$ cat config.mk
export PLATFORM = sky130hd
export DESIGN_NAME = riscv_init_responder_flat
export DESIGN_NICKNAME = d
export VERILOG_FILES = /design/src/rtl/riscv_tb_pkg.sv /design/src/rtl/riscv_init_responder_if.sv /design/src/rtl/riscv_init_wr_stage.sv /design/src/rtl/riscv_init_responder.sv /design/src/flat_wrapper.sv
export SDC_FILE = /design/constraint.sdc
export NUM_CORES = 1
export LEC_CHECK = 0
export ABC_CLOCK_PERIOD_IN_PS = 6450
export CAP_MARGIN = 20
export CORE_AREA = 3 3 144 146
export CTS_CLUSTER_DIAMETER = 120
export DETAILED_ROUTE_END_ITERATION = 10
export DIE_AREA = 0 0 147 149
export GPL_ROUTABILITY_DRIVEN = 0
export PLACE_DENSITY_LB_ADDON = 0.12
export SLEW_MARGIN = 10
export SYNTH_ARGS = -nofsm -noshare
export SYNTH_HDL_FRONTEND = slang
export SYNTH_SLANG_ARGS = --single-unit
$ cat constraint.sdc
create_clock -name clk -period 6.45 [get_ports clk]
set_input_delay 1.29 -clock clk [delete_from_list [all_inputs] [get_ports clk]]
set_output_delay 1.29 -clock clk [all_outputs]
set_load 0.03 [all_outputs]
$ cat src/rtl/riscv_tb_pkg.sv
// Shared types and constants for the init/stimulus responder: FSM state type,
// word and address widths, and the preload address legality check.
package riscv_tb_pkg;

  localparam int XLEN       = 32;
  localparam int REG_ADDR_W = 5;
  localparam int ADDR_W     = 32;

  typedef enum logic [1:0] {
    HOLD  = 2'd0,
    LOAD  = 2'd1,
    DRAIN = 2'd2,
    RUN   = 2'd3
  } init_state_e;

  // A preload byte address is usable when word aligned and inside [0, 4*depth).
  function automatic logic word_addr_ok(input logic [ADDR_W-1:0] addr,
                                        input int unsigned depth);
    logic [ADDR_W+1:0] limit;
    limit = (ADDR_W+2)'(depth) << 2;
    return (addr[1:0] == 2'b00) && ({2'b00, addr} < limit);
  endfunction

endpackage

$ cat src/rtl/riscv_init_responder_if.sv
// Bench-side init/stimulus bundle: preload write requests in, regfile debug
// read data back out.
interface riscv_init_responder_if #(
  parameter int XLEN       = riscv_tb_pkg::XLEN,
  parameter int REG_ADDR_W = riscv_tb_pkg::REG_ADDR_W
);
  logic                  init_mem;
  logic [31:0]           init_addr;
  logic [XLEN-1:0]       init_data;
  logic                  imem_write;
  logic [31:0]           imem_addr;
  logic [XLEN-1:0]       imem_wdata;
  logic [REG_ADDR_W-1:0] rf_raddr1;
  logic [REG_ADDR_W-1:0] rf_raddr2;
  logic [XLEN-1:0]       rf_rdata1;
  logic [XLEN-1:0]       rf_rdata2;

  modport master (
    output init_mem, init_addr, init_data,
    output imem_write, imem_addr, imem_wdata,
    output rf_raddr1, rf_raddr2,
    input  rf_rdata1, rf_rdata2
  );

  modport slave (
    input  init_mem, init_addr, init_data,
    input  imem_write, imem_addr, imem_wdata,
    input  rf_raddr1, rf_raddr2,
    output rf_rdata1, rf_rdata2
  );
endinterface

$ cat src/rtl/riscv_init_wr_stage.sv
// One preload write port: legality check on the byte address, then a single
// registered write toward the memory. Illegal requests raise drop for one cycle.
module riscv_init_wr_stage
  import riscv_tb_pkg::*;
#(
  parameter int XLEN  = riscv_tb_pkg::XLEN,
  parameter int DEPTH = 1024,
  localparam int IDX_W = $clog2(DEPTH)
) (
  input  logic              clk,
  input  logic              reset,
  input  logic              req,
  input  logic              allow,
  input  logic [ADDR_W-1:0] addr,
  input  logic [XLEN-1:0]   data,
  output logic              we,
  output logic [IDX_W-1:0]  idx,
  output logic [XLEN-1:0]   wdat,
  output logic              drop
);

  localparam int unsigned DEPTH_U = DEPTH;

  logic             accept;
  logic             we_reg;
  logic [IDX_W-1:0] idx_reg;
  logic [XLEN-1:0]  wdat_reg;

  assign accept = req & allow & word_addr_ok(addr, DEPTH_U);
  assign drop   = req & ~accept;

  // Reset clears the pending write so nothing lands after a mid-load reset.
  always_ff @(posedge clk or posedge reset) begin
    if (reset) begin
      we_reg   <= 1'b0;
      idx_reg  <= '0;
      wdat_reg <= '0;
    end else begin
      we_reg <= accept;
      if (accept) begin
        idx_reg  <= addr[IDX_W+1:2];
        wdat_reg <= data;
      end
    end
  end

  assign we   = we_reg;
  assign idx  = idx_reg;
  assign wdat = wdat_reg;

endmodule

$ cat src/rtl/riscv_init_responder.sv
// DUT-side responder for the bench init interface: sequences memory preload,
// holds the core until loading drains, and serves regfile debug reads.
module riscv_init_responder
  import riscv_tb_pkg::*;
#(
  parameter int XLEN       = riscv_tb_pkg::XLEN,
  parameter int IMEM_DEPTH = 1024,
  parameter int DMEM_DEPTH = 1024,
  parameter int ERR_W      = 8,
  localparam int IMEM_IDX_W = $clog2(IMEM_DEPTH),
  localparam int DMEM_IDX_W = $clog2(DMEM_DEPTH)
) (
  input  logic                  clk,
  input  logic                  reset,
  riscv_init_responder_if.slave bus,
  output logic                  core_imem_we,
  output logic [IMEM_IDX_W-1:0] core_imem_widx,
  output logic [XLEN-1:0]       core_imem_wdat,
  output logic                  core_dmem_we,
  output logic [DMEM_IDX_W-1:0] core_dmem_widx,
  output logic [XLEN-1:0]       core_dmem_wdat,
  output logic [REG_ADDR_W-1:0] core_rf_addr1,
  output logic [REG_ADDR_W-1:0] core_rf_addr2,
  input  logic [XLEN-1:0]       core_rf_data1,
  input  logic [XLEN-1:0]       core_rf_data2,
  output logic                  core_hold,
  output logic                  load_done,
  output logic [ERR_W-1:0]      err_count
);

  init_state_e state_reg, state_next;
  logic        in_load;
  logic        imem_drop, dmem_drop;
  logic        load_done_reg;
  logic [ERR_W-1:0] err_reg, err_next;
  logic [1:0]       drop_sum;
  logic [ERR_W:0]   err_sum;

  always_ff @(posedge clk or posedge reset) begin
    if (reset) begin
      state_reg <= HOLD;
    end else begin
      state_reg <= state_next;
    end
  end

  always_comb begin
    state_next = state_reg;
    case (state_reg)
      HOLD:    if (bus.init_mem)  state_next = LOAD;
      LOAD:    if (!bus.init_mem) state_next = DRAIN;
      DRAIN:                      state_next = RUN;
      RUN:     if (bus.init_mem)  state_next = LOAD;
      default:                    state_next = HOLD;
    endcase
  end

  assign in_load = (state_reg == LOAD);

  // A reload request stalls the core immediately, before the FSM leaves RUN.
  assign core_hold = (state_reg != RUN) | bus.init_mem;

  riscv_init_wr_stage #(
    .XLEN  (XLEN),
    .DEPTH (IMEM_DEPTH)
  ) u_imem_wr (
    .clk   (clk),
    .reset (reset),
    .req   (bus.imem_write),
    .allow (in_load),
    .addr  (bus.imem_addr),
    .data  (bus.imem_wdata),
    .we    (core_imem_we),
    .idx   (core_imem_widx),
    .wdat  (core_imem_wdat),
    .drop  (imem_drop)
  );

  // The dmem port only exists while loading, so it never drops for timing.
  riscv_init_wr_stage #(
    .XLEN  (XLEN),
    .DEPTH (DMEM_DEPTH)
  ) u_dmem_wr (
    .clk   (clk),
    .reset (reset),
    .req   (bus.init_mem & in_load),
    .allow (1'b1),
    .addr  (bus.init_addr),
    .data  (bus.init_data),
    .we    (core_dmem_we),
    .idx   (core_dmem_widx),
    .wdat  (core_dmem_wdat),
    .drop  (dmem_drop)
  );

  assign drop_sum = {1'b0, imem_drop} + {1'b0, dmem_drop};
  assign err_sum  = {1'b0, err_reg} + {{(ERR_W-1){1'b0}}, drop_sum};
  assign err_next = err_sum[ERR_W] ? {ERR_W{1'b1}} : err_sum[ERR_W-1:0];

  always_ff @(posedge clk or posedge reset) begin
    if (reset) begin
      err_reg       <= '0;
      load_done_reg <= 1'b0;
    end else begin
      err_reg       <= err_next;
      load_done_reg <= (state_reg == DRAIN);
    end
  end

  assign err_count = err_reg;
  assign load_done = load_done_reg;

  // Debug read ports: address passes straight through, data is registered.
  logic [REG_ADDR_W-1:0] rf_raddr [2];
  logic [XLEN-1:0]       rf_core  [2];

  assign rf_raddr[0]   = bus.rf_raddr1;
  assign rf_raddr[1]   = bus.rf_raddr2;
  assign rf_core[0]    = core_rf_data1;
  assign rf_core[1]    = core_rf_data2;
  assign core_rf_addr1 = bus.rf_raddr1;
  assign core_rf_addr2 = bus.rf_raddr2;

  genvar gi;
  generate
    for (gi = 0; gi < 2; gi++) begin : g_rf
      logic [XLEN-1:0] rdata_reg;
      always_ff @(posedge clk or posedge reset) begin
        if (reset) begin
          rdata_reg <= '0;
        end else begin
          rdata_reg <= (rf_raddr[gi] == '0) ? '0 : rf_core[gi];
        end
      end
    end
  endgenerate

  assign bus.rf_rdata1 = g_rf[0].rdata_reg;
  assign bus.rf_rdata2 = g_rf[1].rdata_reg;

endmodule

$ cat src/flat_wrapper.sv
// flat-port wrapper written by rule: the top's interface ports become plain ports
module riscv_init_responder_flat import riscv_tb_pkg::*;
#(
  parameter int XLEN       = riscv_tb_pkg::XLEN,
  parameter int IMEM_DEPTH = 1024,
  parameter int DMEM_DEPTH = 1024,
  parameter int ERR_W      = 8,
  localparam int IMEM_IDX_W = $clog2(IMEM_DEPTH),
  localparam int DMEM_IDX_W = $clog2(DMEM_DEPTH)
)
  (clk, reset, core_imem_we, core_imem_widx, core_imem_wdat, core_dmem_we, core_dmem_widx, core_dmem_wdat, core_rf_addr1, core_rf_addr2, core_rf_data1, core_rf_data2, core_hold, load_done, err_count, bus_init_mem, bus_init_addr, bus_init_data, bus_imem_write, bus_imem_addr, bus_imem_wdata, bus_rf_raddr1, bus_rf_raddr2, bus_rf_rdata1, bus_rf_rdata2);
  riscv_init_responder_if #(.XLEN(XLEN), .REG_ADDR_W(5)) bus_i ();
  input  logic clk;
  input  logic reset;
  output logic core_imem_we;
  output logic [IMEM_IDX_W-1:0] core_imem_widx;
  output logic [XLEN-1:0] core_imem_wdat;
  output logic core_dmem_we;
  output logic [DMEM_IDX_W-1:0] core_dmem_widx;
  output logic [XLEN-1:0] core_dmem_wdat;
  output logic [REG_ADDR_W-1:0] core_rf_addr1;
  output logic [REG_ADDR_W-1:0] core_rf_addr2;
  input  logic [XLEN-1:0] core_rf_data1;
  input  logic [XLEN-1:0] core_rf_data2;
  output logic core_hold;
  output logic load_done;
  output logic [ERR_W-1:0] err_count;
  input wire logic [$bits(bus_i.init_mem)-1:0] bus_init_mem;
  input wire logic [$bits(bus_i.init_addr)-1:0] bus_init_addr;
  input wire logic [$bits(bus_i.init_data)-1:0] bus_init_data;
  input wire logic [$bits(bus_i.imem_write)-1:0] bus_imem_write;
  input wire logic [$bits(bus_i.imem_addr)-1:0] bus_imem_addr;
  input wire logic [$bits(bus_i.imem_wdata)-1:0] bus_imem_wdata;
  input wire logic [$bits(bus_i.rf_raddr1)-1:0] bus_rf_raddr1;
  input wire logic [$bits(bus_i.rf_raddr2)-1:0] bus_rf_raddr2;
  output wire logic [$bits(bus_i.rf_rdata1)-1:0] bus_rf_rdata1;
  output wire logic [$bits(bus_i.rf_rdata2)-1:0] bus_rf_rdata2;
  assign bus_i.init_mem = bus_init_mem;
  assign bus_i.init_addr = bus_init_addr;
  assign bus_i.init_data = bus_init_data;
  assign bus_i.imem_write = bus_imem_write;
  assign bus_i.imem_addr = bus_imem_addr;
  assign bus_i.imem_wdata = bus_imem_wdata;
  assign bus_i.rf_raddr1 = bus_rf_raddr1;
  assign bus_i.rf_raddr2 = bus_rf_raddr2;
  assign bus_rf_rdata1 = bus_i.rf_rdata1;
  assign bus_rf_rdata2 = bus_i.rf_rdata2;
  riscv_init_responder #(.XLEN(XLEN), .IMEM_DEPTH(IMEM_DEPTH), .DMEM_DEPTH(DMEM_DEPTH), .ERR_W(ERR_W)) u_core (.clk(clk), .reset(reset), .bus(bus_i), .core_imem_we(core_imem_we), .core_imem_widx(core_imem_widx), .core_imem_wdat(core_imem_wdat), .core_dmem_we(core_dmem_we), .core_dmem_widx(core_dmem_widx), .core_dmem_wdat(core_dmem_wdat), .core_rf_addr1(core_rf_addr1), .core_rf_addr2(core_rf_addr2), .core_rf_data1(core_rf_data1), .core_rf_data2(core_rf_data2), .core_hold(core_hold), .load_done(load_done), .err_count(err_count));
endmodule
# [After elaboration in Yosys (flattened, before gate mapping)]
# Cells that the tools add are included.
[word_totals] output_inout_bits=170 input_bits=206 elab_cells=45 regBits=161
[op_classes] add_sub_neg=2 magnitude_cmp=2 eq_ne=6 n_reduce_logical=9 bitwise_logic=9 n_mux=6
[op_table] cell="less-than comparator 32 x 13 -> 1 bit, second input constant" n=2
[op_table] cell="two-way mux 32 bit" n=2
[op_table] cell="zero test 5 bit" n=2
[op_table] cell="adder 8 x 2 -> 9 bit" n=1
[op_table] cell="two-way mux 8 bit" n=1
[op_table] cell="AND 1 bit" n=6
[op_table] cell="zero test 2 bit" n=3
[op_table] cell="case mux 2 bit (3 select lines)" n=1
[op_table] cell="equality test 2 bit, second input constant" n=2
[op_table] cell="two-way mux 2 bit" n=2
[op_table] cell="inequality test 2 bit, second input constant" n=2
[op_table] cell="adder 1 x 1 -> 2 bit" n=1
[op_table] cell="equality test 2 x 1 -> 1 bit, second input constant" n=1
[op_table] cell="logical AND 1 bit" n=2
[op_table] cell="inequality test 2 x 1 -> 1 bit, second input constant" n=1
[op_table] cell="NOT 1 bit" n=2
[op_table] cell="AND reduction 2 bit" n=1
[op_table] cell="OR reduction 2 bit" n=1
[op_table] cell="OR 1 bit" n=1

# [Logic depth before layout (Yosys ltp)]
# Gate-level depths: netlist of run 1.
[depth] word_depth=8 mapped_depth=12 ltp_nobuf=12

# [Hierarchy]
# A second synthesis of run 1 with hierarchy kept.
[hier_totals] cells_unflattened=402 area_unflattened_um2=6078.3
[by_module_without_submodules] module="riscv_init_wr_stage" n_inst=2 seq_area_each_um2=1076.0 area_per_inst_um2=1667.8 cells_per_inst=100
[by_module_without_submodules] module="riscv_init_responder" n_inst=1 seq_area_each_um2=1876.8 area_per_inst_um2=2742.6 cells_per_inst=202

# [Worst setup path before layout of run 1]
# OpenSTA, ideal clock, no wires.
[synth_path] path_type="input to register" start="input bus_init_addr[1]" end="register u_core.err_reg[5] (netlist: u_core.err_count[5])" arrival_ns=3.041 slack_ns=3.275 t_required_ns=6.316 cell_stages=10 cell_sequence="or4_1 nand4b_4 o21bai_1 fa_1 inv_1 ha_1 nand2_1 nor2_1 nand3_1 o21ai_0"
[synth_between] elab_chain_cells=8
[synth_lines] element="start: declaration" line_no="flat_wrapper.sv:29" rtl="input wire logic [$bits(bus_i.init_addr)-1:0] bus_init_addr;"
[synth_lines] element="less-than comparator 32 x 13 -> 1 bit / zero test 2 bit (equally long branches)" line_no="riscv_tb_pkg.sv:21" rtl="return (addr[1:0] == 2'b00) && ({2'b00, addr} < limit);"
[synth_lines] element="logical AND 1 bit *" line_no="riscv_tb_pkg.sv:21"
[synth_lines] element="AND 1 bit *" line_no="riscv_init_wr_stage.sv:29" rtl="assign accept = req & allow & word_addr_ok(addr, DEPTH_U);"
[synth_lines] element="NOT 1 bit *" line_no="riscv_init_wr_stage.sv:30" rtl="assign drop = req & ~accept;"
[synth_lines] element="AND 1 bit *" line_no="riscv_init_wr_stage.sv:30"
[synth_lines] element="adder 1 x 1 -> 2 bit *" line_no="riscv_init_responder.sv:96" rtl="assign drop_sum = {1'b0, imem_drop} + {1'b0, dmem_drop};"
[synth_lines] element="adder 8 x 2 -> 9 bit *" line_no="riscv_init_responder.sv:97" rtl="assign err_sum = {1'b0, err_reg} + {{(ERR_W-1){1'b0}}, drop_sum};"
[synth_lines] element="two-way mux 8 bit *" line_no="riscv_init_responder.sv:98" rtl="assign err_next = err_sum[ERR_W] ? {ERR_W{1'b1}} : err_sum[ERR_W-1:0];"
[synth_lines] element="net u_core.err_next[5]" line_no="riscv_init_responder.sv:35" rtl="logic [ERR_W-1:0] err_reg, err_next;"
[synth_lines] element="end signal: assignment" line_no="riscv_init_responder.sv:105" rtl="err_reg <= err_next;"
[synth_lines] element="end: declaration" line_no="riscv_init_responder.sv:35"
# Mark *: on every way through the listed nets, which the timed path passes. The rest lies on a longest branch.
# A chain may end at the register's enable or synchronous reset.

# [Worst setup path in the final report of run 1]
[layout_path] start="input bus_init_mem" end="output core_hold"
[layout_between] elab_chain_cells=1
[layout_lines] element="start: declaration" line_no="flat_wrapper.sv:28" rtl="input wire logic [$bits(bus_i.init_mem)-1:0] bus_init_mem;"
[layout_lines] element="OR 1 bit" line_no="riscv_init_responder.sv:61" rtl="assign core_hold = (state_reg != RUN) | bus.init_mem;"
[layout_lines] element="end: declaration" line_no="flat_wrapper.sv:25" rtl="output logic core_hold;"
# Every way passes these cells.

==> results of run 1 <==
-- per-layer routing --
metal	track usage [%]	share of wire, %	up-vias
met5	0	0	-
met4	3.821	0.76	0
met3	10.39	13	10
met2	32.04	53	237
met1	17.26	34	2200
li1	-	-	2110
-- through the flow --
step | setup slack [ns] | utilization, %
floorplan | 0.8117 | -
global placement | 2.543 | 51.04
detailed placement | 2.495 | 51.17
CTS | 2.549 | 54.20
global route | 2.502 | 54.22
finish | 2.549 | 54.22
-- power groups by stage --
stage	logic (uW)	clock network [uW]	registers (uW)
global placement	496	0	1120
floorplan	131	0	1210
finish	500	1010	1100
CTS	509	1040	1100
detailed placement	506	0	1120
global route	537	1090	1110
-- cell type report --
class,count,share of cell area (%)
clock buffer,19,4.089
multi-input combinational,214,16.98
inverter,5,0.2246
timing repair buffer,381,35.99
tap,265,3.132
clock inverter,12,1.501
sequential,161,38.06
antenna,1,0.02364
-- kinds of logic (layout without fill, tap and decap cells) --
logic type                 Yosys count  count (layout)
DFF                                161             161
and+or+nand+nor                    113             113
muxes                               85              85
buffers and inverters               29             417
AOI/OAI and AO/OA                    8               8
adders and majority gates            5               5
xor gates and xnor gates             3               3
other                                0               1
-- worst max-delay path, delay by kind of cell --
kind	cells	cell delay [ns]
buf+inv	2	1.20
simple gates	1	0.12
-- cell usage after synthesis, drive strengths merged --
library cell / count
nor2: 10
nand2b: 2
o21bai: 1
dfrtp: 161
nor4bb: 1
xnor2: 1
a22oi: 1
nor4: 11
nand3: 4
mux2: 85
o21ai: 2
a211oi: 1
a21oi: 3
nand3b: 1
xor2: 2
nand2: 11
nand4: 1
ha: 4
inv: 5
clkbuf: 6
or4: 4
nor3: 3
buf: 18
fa: 1
nand4b: 1
nor2b: 64
-- path summary, 6_finish.rpt --
kind | slack [ns] | startpoint | end
min in group asynchronous | 1.22 | reset | u_core.bus.rf_rdata2[6]$_DFF_PP0_
max reg2reg | 3.43 | u_core.state_reg[1]$_DFFE_PP0P_ | u_core.err_count[5]$_DFF_PP0_
max in group asynchronous | 3.95 | reset | u_core.u_imem_wr.idx[8]$_DFFE_PP0P_
min reg2reg | 0.50 | u_core.u_imem_wr.wdat[0]$_DFFE_PP0P_ | u_core.u_imem_wr.wdat[0]$_DFFE_PP0P_
min | 0.50 | u_core.u_imem_wr.wdat[0]$_DFFE_PP0P_ | u_core.u_imem_wr.wdat[0]$_DFFE_PP0P_
max | 2.55 | bus_init_mem | core_hold
==> impl_metrics.toml, run 1 <==
[floorplan]
dieWidth_um = 147
start_util_pct = 30.71
rows = 51
core-area_mm2 = 0.01953
dieArea_mm2 = 0.02190
die_h_um = 149
boundaryPins = 376

[clock_network]
clockBufferDepth = 2
insertion_delay_ns = 0.41
cts.reportedPaths.clkPinSlew_ns = 0.06
cts.sinks = 161
cts_tree = "built"
cts_made_buffers = 17
cts-resized-gates = 0
cts_max_level = 4
postCtsHoldBufs = 0
cts_setup_buffers = 0
cts_root_buffer = "clkbuf_16"

[layout]
multi_input_area_mm2 = 0.001798
nFillCells = 1664
drive_above_1_share_pct = 15.91
finalNonFillerCells = 1058
final_common_cell = "clkdlybuf4s50_1"
fin_area_mm2 = 0.01059
area_growth_pct = 76.57
nets = 991
final_cell_mix = "375 x clkdlybuf4s50_1, 161 x dfrtp_1, 85 x mux2_2"
ff_latch_area_mm2 = 0.004029

[routing]
drt_first_pass_iters = 4
num_vias = 4557
routed_wl_mm = 19.43
vias_per_cell = 4.307
wire_per_inst_um = 18.36
drc = 0
ant_nets = 0
drt_iter0_drc = 73

[synth]
synth_top_cell_area_share_pct = 67.20
synth_area_mm2 = 0.005996
netlist_top_cells_area = "dfrtp_1 67%, mux2_2 16%, nor2b_1 6.7%"
syn_inst = 404
synth_top_family_by_area = "multiplexers"
synth_compound_area_share_pct = 0.7930
synth_xor_area_share_pct = 0.4382
yosysUniqueCellTypes = 29
ys_seq_area_share_pct = 67.20
ys_warn_count = 0
synth_top_area_cell = "dfrtp_1"
ys_ff_latch = 161
syn-num-nets = 615
synthSimpleGateAreaFrac_pct = 11.41
synth_fa_ha_area_share_pct = 1.169
synth.area.mux_share_pct = 15.96
synth.avg_cell_area_um2 = 14.84

[worst_setup_path]
crit_chain = "clkdlybuf4s50_1, nand2b_1, clkdlybuf4s50_1"
start_kind = "primary input"
cp_slowest_cell = "clkdlybuf4s50_1"
criticalPathCategory = "in2out"
worstPathArrival_ns = 2.61
critPathMostFrequentCell = "clkdlybuf4s50_1"
cpPeakStageDelay_ns = 0.66
worstRegToRegCells = 12
cp_max_fo = 4
crit_required_ns = 5.16
end_kind = "output port"

[power]
power.density_mw_per_mm2 = 247.2
pwr-share-clk_pct = 38.7
power.switching_uw = 689.8
switching_share_pct = 26.36
power_frac_seq_pct = 42.2
power_uw = 2617
power.leakage_uw = 0.004644
power_frac_comb_pct = 19.1
intPower_uw = 1927
irDropWorstVdd_uv = 168.2

[sta]
setup_viol = 0
final_max_slew_viol_count = 0
fmax_mhz = 256.4
timing.clock.skew_ns = 0.007045
holdWs_ns = 0.5039
finalHoldViolCount = 0
fin_crit_sh_pct = 60.48
finalCriticalPeriod_ns = 3.901
rsz0062_at_grt = "false"
tns_ns = 0
worst_pin_slew_ns = 0.9562
slew_headroom_pct = 36.25

[grt]
grt_usage_pct = 17.59
grt_overflow = 0
antenna_found_initial = 1
first_global_vias = 5140
grt_max_degree = 76
grt_first_pass_wirelength_mm = 29.37

[placement]
dpl.cell_count = 1026
hpwl_mm = 15.38
port_buffers = 375
placed_cell_area_mm2 = 0.009992

[run]
cap_violations = 0

[hold_path]
hold_path_depth = 1
worstHoldPathType = "reg2reg"

[status]
outcome = "completed"
(Power assumes the default switching activity.)
==> run 2: changes to the inputs <==
ABC_CLOCK_PERIOD_IN_PS = 3400   (was 6450)
CORE_AREA = 3 3 143 145   (was 3 3 144 146)
DIE_AREA = 0 0 146 148   (was 0 0 147 149)
clock period = 3.4 ns   (was 6.45 ns; I/O delays follow)
==> run 2 against run 1 <==
  * Via count up 0.48%
  * Global-route usage down 0.16 points
  * Power up 90%
  * Final cell count up 0.38%
  * First-iteration DRC count up 11%
  * Routed wire length down 2.4%
  * Die area down 1.3%
  * Hold slack better by 0.0012 ns
  * Largest power group unchanged
==> impl_metrics.toml, run 2 (synthesis gave the netlist of run 1 again) <==
[worst_setup_path]
crit_chain = "clkdlybuf4s50_1, nor4_1, nand2_1, o21ai_0, buf_4, fa_1, inv_1, ha_1, nand2_1, nor2_1, nand3_1, o21ai_0"
end_kind = "register"
start_kind = "primary input"
worst-path-stages = 12
r2r_start = "u_core.state_reg[1]$_DFFE_PP0P_"
crit_required_ns = 3.68
cp_slowest_cell = "nor4_1"
r2r_end = "u_core.err_count[5]$_DFF_PP0_"
criticalPathCategory = "in2reg"
path_delay_family = "simple AND/OR/NAND/NOR gates"
cp_max_fo = 6
critPathBufInv = 3
cpPeakStageDelay_ns = 0.43
worstPathArrival_ns = 3.17
worstRegToRegCells = 13
r2r_setup_slack_ns = 0.52

[sta]
slew_headroom_pct = 47.27
fmax_mhz = 346.7
layout_setup_ws_ns = 0.5160
tns_ns = 0
timing.clock.skew_ns = 0.006401
setup_viol = 0
holdWs_ns = 0.5051
final_max_slew_viol_count = 0
fin_crit_sh_pct = 84.82
rsz0062_at_grt = "false"
finalCriticalPeriod_ns = 2.884
finalHoldViolCount = 0
worst_pin_slew_ns = 0.7892

[power]
power_uw = 4979
power.leakage_uw = 0.004667
power.density_mw_per_mm2 = 467.1
irDropWorstVdd_uv = 322.3

[routing]
wire_per_inst_um = 17.86
drc = 0
drt_iter0_drc = 81
ant_nets = 0
vias_per_cell = 4.312
drt_first_pass_iters = 6
routed_wl_mm = 18.97
num_vias = 4579

[layout]
multi_input_area_mm2 = 0.001798
final_cell_mix = "375 x clkdlybuf4s50_1, 161 x dfrtp_1, 85 x mux2_2"
drive_above_1_share_pct = 16.44
area_growth_pct = 77.78
antenna_cells = 0
ff_latch_area_mm2 = 0.004029
final_common_cell = "clkdlybuf4s50_1"
nets = 995
nFillCells = 1643
finalNonFillerCells = 1062

[grt]
grt_overflow = 0
antenna_found_initial = 0
grt_max_degree = 54
grt_usage_pct = 17.43
first_global_vias = 5124
grt_first_pass_wirelength_mm = 29.05

[placement]
port_buffers = 375
hpwl_mm = 14.98
place_ws_ns = -0.01176
dpl.cell_count = 1030

[clock_network]
cts.sinks = 161
cts_made_buffers = 17
insertion_delay_ns = 0.41
postCtsHoldBufs = 0
cts_max_level = 4
cts.reportedPaths.clkPinSlew_ns = 0.06
cts-resized-gates = 0
cts_root_buffer = "clkbuf_16"
clockBufferDepth = 2
cts_setup_buffers = 0
cts_tree = "built"

[hold_path]
min_from = "u_core.u_imem_wr.wdat[8]$_DFFE_PP0P_"
min_to = "u_core.u_imem_wr.wdat[8]$_DFFE_PP0P_"
worstHoldPathType = "reg2reg"
hold_path_depth = 1

[run]
cap_violations = 0

[floorplan]
core-area_mm2 = 0.01933
rows = 51
start_util_pct = 31.01
boundaryPins = 376
dieWidth_um = 146
die_h_um = 148
dieArea_mm2 = 0.02161

[status]
outcome = "completed"
-- run 2: routing by layer --
layer / GRT usage [%] / share of wire [%] / vias up
met4: 4.045 / 0.88 / 0
met1: 18.48 / 36 / 2203
li1: - / - / 2122
met2: 30.75 / 51 / 241
met5: 0 / 0 / -
met3: 9.350 / 12 / 13
-- run 2: area by class of cell --
class,instances,area share [%]
Timing Repair Buffer,385,36.39
Clock buffer,22,4.449
Clock inverter,10,1.174
Tap cell,265,3.111
Inverter,5,0.2113
Sequential cell,161,37.80
Multi-Input combinational cell,214,16.87
-- run 2: through the flow --
step / instance area [um2] / util, %
after floorplan: 6000 / -
after global placement: 10060 / 52.03
after detailed placement: 10060 / 52.03
after CTS: 10660 / 55.13
after global routing: 10660 / 55.13
final: 10660 / 55.13
-- run 2: where the power goes --
part	switching, uW	total (uW)	leakage, uW	internal [uW]
logic	472	959	0.00230	488
clock network	770	1920	0.000280	1150
registers	81.8	2100	0.00209	2020
-- run 2: worst register-to-register path: stages (launching register included) --
cell	delay [ns]
dfrtp_1	0.43
inv_1	0.10
ha_1	0.29
nor4bb_1	0.29
nand4_1	0.17
o21ai_0	0.31
buf_4	0.17
fa_1	0.23
inv_1	0.06
ha_1	0.23
nand2_1	0.12
nor2_1	0.07
nand3_1	0.18
o21ai_0	0.12
-- run 2: how the worst max path moves through the flow --
stage | from | end | slack [ns]
finish | bus_imem_addr[24] | u_core.err_count[5]$_DFF_PP0_ | 0.52
global route | u_core.state_reg[1]$_DFFE_PP0P_ | u_core.err_count[5]$_DFF_PP0_ | 0.23
CTS | bus_imem_addr[24] | u_core.err_count[5]$_DFF_PP0_ | 0.45
detailed placement | bus_imem_addr[24] | u_core.err_count[5]$_DFF_PP0_ | -0.01
global placement | bus_imem_addr[24] | u_core.err_count[5]$_DFF_PP0_ | 0.07
floorplan | reset | u_core.bus.rf_rdata1[0]$_DFF_PP0_ | 0.68
